### src/rtl/uart_tx.sv
// UART transmitter: start bit, DBIT data bits LSB-first, optional parity, stop period.
// Paced by a 16x-oversample tick; start/busy/done handshake toward the result encoder.
module uart_tx #(
  parameter int DBIT    = 8,   // 5..8
  parameter int SB_TICK = 16,  // 16/24/32 -> 1/1.5/2 stop bits
  parameter int PARITY  = 0    // 0 none, 1 even, 2 odd
) (
  input  logic       clk,
  input  logic       rst,
  input  logic       s_tick,
  input  logic       tx_start,
  input  logic [7:0] din,
  output logic       tx,
  output logic       tx_busy,
  output logic       tx_done_tick
);

  typedef enum logic [2:0] {IDLE, START, DATA, PARITY_S, STOP} state_t;

  state_t     state, state_n;
  logic [4:0] s_cnt, s_cnt_n;
  logic [2:0] n_cnt, n_cnt_n;
  logic [7:0] b_reg, b_reg_n;
  logic       p_reg, p_reg_n;
  logic       tx_reg, tx_n;
  logic       done_reg, done_n;

  always_ff @(posedge clk or negedge rst) begin
    if (!rst) begin
      state    <= IDLE;
      s_cnt    <= '0;
      n_cnt    <= '0;
      b_reg    <= '0;
      p_reg    <= 1'b0;
      tx_reg   <= 1'b1;
      done_reg <= 1'b0;
    end else begin
      state    <= state_n;
      s_cnt    <= s_cnt_n;
      n_cnt    <= n_cnt_n;
      b_reg    <= b_reg_n;
      p_reg    <= p_reg_n;
      tx_reg   <= tx_n;
      done_reg <= done_n;
    end
  end

  always_comb begin
    state_n = state;
    s_cnt_n = s_cnt;
    n_cnt_n = n_cnt;
    b_reg_n = b_reg;
    p_reg_n = p_reg;
    done_n  = 1'b0;
    case (state)
      IDLE: begin
        if (tx_start) begin
          b_reg_n = din;
          s_cnt_n = '0;
          n_cnt_n = '0;
          p_reg_n = (PARITY == 2);
          state_n = START;
        end
      end
      START: begin
        if (s_tick) begin
          if (s_cnt == 5'd15) begin
            s_cnt_n = '0;
            n_cnt_n = '0;
            state_n = DATA;
          end else begin
            s_cnt_n = s_cnt + 5'd1;
          end
        end
      end
      DATA: begin
        if (s_tick) begin
          if (s_cnt == 5'd15) begin
            p_reg_n = p_reg ^ b_reg[0];
            b_reg_n = b_reg >> 1;
            s_cnt_n = '0;
            if (n_cnt == 3'(DBIT - 1))
              state_n = (PARITY != 0) ? PARITY_S : STOP;
            else
              n_cnt_n = n_cnt + 3'd1;
          end else begin
            s_cnt_n = s_cnt + 5'd1;
          end
        end
      end
      PARITY_S: begin
        if (s_tick) begin
          if (s_cnt == 5'd15) begin
            s_cnt_n = '0;
            state_n = STOP;
          end else begin
            s_cnt_n = s_cnt + 5'd1;
          end
        end
      end
      STOP: begin
        if (s_tick) begin
          if (s_cnt == 5'(SB_TICK - 1)) begin
            s_cnt_n = '0;
            done_n  = 1'b1;
            state_n = IDLE;
          end else begin
            s_cnt_n = s_cnt + 5'd1;
          end
        end
      end
      default: state_n = IDLE;
    endcase
  end

  // Line level follows the next state so tx is registered yet aligned with the state change.
  always_comb begin
    tx_n = 1'b1;
    case (state_n)
      START:    tx_n = 1'b0;
      DATA:     tx_n = b_reg_n[0];
      PARITY_S: tx_n = p_reg_n;
      default:  tx_n = 1'b1;
    endcase
  end

  assign tx           = tx_reg;
  assign tx_busy      = (state != IDLE);
  assign tx_done_tick = done_reg;

endmodule

### config.mk
export PLATFORM = sky130hd
export DESIGN_NAME = uart_tx
export DESIGN_NICKNAME = d
export VERILOG_FILES = /design/src/rtl/uart_tx.sv
export SDC_FILE = /design/constraint.sdc
export NUM_CORES = 1
export LEC_CHECK = 0
export BUFFER_PORTS_ARGS = -buffer_cell sky130_fd_sc_hd__buf_2
export CORE_ASPECT_RATIO = 1.5
export CORE_MARGIN = 8
export CORE_UTILIZATION = 45
export CTS_BUF_LIST = sky130_fd_sc_hd__clkbuf_2
export DETAILED_ROUTE_END_ITERATION = 10
export PLACE_DENSITY = 0.63
export SYNTH_ARGS = -nofsm -noshare
export SYNTH_HDL_FRONTEND = slang
export SYNTH_SLANG_ARGS = --single-unit
### constraint.sdc
create_clock -name clk -period 4.72 [get_ports clk]
set_clock_uncertainty 0.15 [all_clocks]
set_input_delay 0.236 -clock clk [delete_from_list [all_inputs] [get_ports clk]]
set_output_delay 0.236 -clock clk [all_outputs]
set_load 0.1 [all_outputs]
==> flow_summary.yaml <==
synth:
  mappedNetlistNets: 134
  register_bit_total_from_synthesis: 22
  netlist.top_cell.by_area: "sky130_fd_sc_hd__dfrtp_1"
  netlist_cell_types: 39
  ys.flop_type: "sky130_fd_sc_hd__dfrtp_1"
  area_share_of_the_leading_cell_type_in_the_synthesized_netlist_pct: 44.5
  synthArstFlopShare_pct: 100
  synth.top_cells.by_area: "sky130_fd_sc_hd__dfrtp_1 (45%), sky130_fd_sc_hd__nand2_1 (7.0%), sky130_fd_sc_hd__a22oi_1 (3.8%)"
  yosys_warnings: 0
  synth-edff-count: 0
  synth_seq_area_share_pct: 46.8
  synthesis.instances: 119
  synth.cell_area_sq_um: 1180
  post_synth.cell_area_avg_sq_um: 9.91
setup_path:
  r2r.worst_path.cells: 4
  end_kind: "output port"
  crit_path_max_incr_delay_ns: 0.56
  worstPathCellList: "or3_1 -> buf_2"
  worst_path_max_delay_cell: "sky130_fd_sc_hd__dfrtp_1"
  critPathMaxFanout: 11
  timing.setup.critical_path_class: "reg2out"
  startpoint_type: "register"
  worst_ep_required_time_ns: 4.33
  cp_data_arrival_time_ns: 1.73
timing:
  final.period_utilization_pct: 44.9
  timing_hold_violations_final: 0
  setup_violations: 0
  rsz0062_at_grt: "no"
  finalWorstPathRequiredPeriod_ns: 2.12
  worstMarginPinSlew_ns: 0.610
  fin_setup_tns_ns: 0
  timing.max_slew.rel_slack_pct: 59.2
  fmaxAchievable_mhz: 472
  maxSlewViolCount: 0
global_route:
  grt.overflow.total: 0
  initial_antenna_violation_count: 0
  grt_pass1_vias: 1041
  grt_first_pass_wirelength_mm: 4.49
  grt_start_max_net_pins: 23
  grt.total_usage_pct: 12.2
hold_path:
  hold_class: "in2reg"
  hold_path_cell_cnt: 4
cts:
  cts.repair_timing.setup_buffer_count: 0
  cts_max_level: 1
  ctsLongestPathBuffers: 2
  post_cts_clock_slew_at_the_launch_and_capture_registers_of_the_worst_setup_and_hold_paths_ns: 0.19
  worstSkewPairLatency_ns: 0.32
  library_cell_used_as_clock_root_buffer: "sky130_fd_sc_hd__clkbuf_2"
  postCtsResizedCells: 0
  cts.hold.buffers_added: 8
  tritoncts_num_sinks: 22
  cts_made_buffers: 3
  cts_tree: "built"
floorplanning:
  ioPinCount: 15
  die-area_sq_um: 4550
  chipHeight_um: 78.7
  die-width_um: 57.8
  floorplan.core_area_sq_um: 2480
  total_number_of_placement_rows: 22
  initial_util_pct: 47.6
placement:
  routability_congestion_estimate: 0.808
  port-buffer-count: 14
  hpwl_reported_at_the_end_of_detailed_placement_mm: 1.77
layout:
  largest_register_ffs: 8
  insertedDiodeCount: 0
  layout_commonest_cell: "sky130_fd_sc_hd__nand2_1"
  area_growth_pct: 13.8
  fillCellCount: 211
  layout_common_cells: "sky130_fd_sc_hd__nand2_1 (22), sky130_fd_sc_hd__dfrtp_1 (21), sky130_fd_sc_hd__buf_2 (14), sky130_fd_sc_hd__inv_1 (8), sky130_fd_sc_hd__dlygate4sd3_1 (8)"
  ratio_of_cells_with_drive_above_1_in_the_final_layout_pct: 17.3
  finalNetCount: 155
detailed_routing:
  routed_wirelength_mm: 2.43
  drt_first_iter_violations: 48
  drc_violation_count_after_routing: 0
  antenna_left: 0
  number_of_vias_in_the_routed_layout: 946
  route.detailed.wl_per_inst_um: 14.9
  vias_per_cell: 5.80
  drtPass1Iterations: 4
power:
  p_total_mw: 0.641
  power_density_nw_per_um2: 477
  leakage_nw: 0.628
  max-vdd-ir-drop_uv: 196
status:
  outcome: "finished, final reports clean"
flow_run:
  max-cap-violations: 0
[Yosys cell counts, types with 3 or more instances]
cell                       number
sky130_fd_sc_hd__mux2i_1        3
sky130_fd_sc_hd__nand2_1       22
sky130_fd_sc_hd__o211ai_1       4
sky130_fd_sc_hd__inv_1          8
sky130_fd_sc_hd__o21ai_1        4
sky130_fd_sc_hd__a21oi_1        3
sky130_fd_sc_hd__nor2_1         4
sky130_fd_sc_hd__ha_1           3
sky130_fd_sc_hd__nand3_1        5
sky130_fd_sc_hd__dfrtp_1       21
sky130_fd_sc_hd__and2_1         3
sky130_fd_sc_hd__a22oi_1        6
sky130_fd_sc_hd__buf_2          5
[report_power, final]
| part | switching [mW] | internal [mW] |
|---|---|---|
| sequential | 0.0610 | 0.250 |
| combinational | 0.159 | 0.0974 |
| clock | 0.0553 | 0.0184 |
[routing by layer]
metal	up-vias	part of all wire (%)	global-route usage (%)
met5	-	0	0
li1	469	-	-
met4	0	2.7	6.90
met2	33	49	20.5
met1	437	43	13.9
met3	7	4.9	2.42
[per-stage QoR]
stage	std cells	utilization (%)	hold slack (ns)	setup WS [ns]	cell area (sq um)
3_3_place_gp	151	50.2	0.0798	2.69	1240
4_1_cts	163	54.2	0.0609	2.60	1340
6_report	163	54.2	0.0763	2.60	1340
2_1_floorplan	119	-	-0.210	2.35	1180
5_1_grt	163	54.2	0.0665	2.49	1340
3_5_place_dp	151	50.2	0.0783	2.67	1240
[critical path: cells and delay by family, from the launching register on]
kind,cells,cell delay (ns)
and+or+nand+nor,1,0.52
buffers and inverters,1,0.33
DFF,1,0.56
[layout make-up]
cell class / count / area, sq um / area share (%)
clock buffer: 3 / 15.0 / 1.12
clock inverter: 1 / 3.75 / 0.280
inverter: 8 / 30.0 / 2.24
multi-input combinational: 83 / 562 / 41.8
sequential: 22 / 552 / 41.1
tap: 24 / 30.0 / 2.24
timing repair buffer: 22 / 150 / 11.2
[cells by family after synthesis]
family	share of synthesized area [%]
AO/OA/AOI/OAI	20.8
adder cells (fa/ha/maj)	3.18
buffers and inverters	5.62
flip-flops	46.8
multiplexers	2.55
AND/OR/NAND/NOR	21.1
[path summary, 6_finish.rpt]
path | slack [ns] | start | to
worst max-delay path | 2.60 | state[2] | tx_busy
worst min-delay path | 0.08 | din[0] | b_reg[0]
worst max register to register | 2.63 | state[2] | s_cnt[3]
worst min register to register | 0.34 | p_reg | p_reg
max in group asynchronous | 3.85 | rst | tx
min in group asynchronous | 0.22 | rst | s_cnt[4]
No activity file was read; power rests on OpenSTA's default activity.
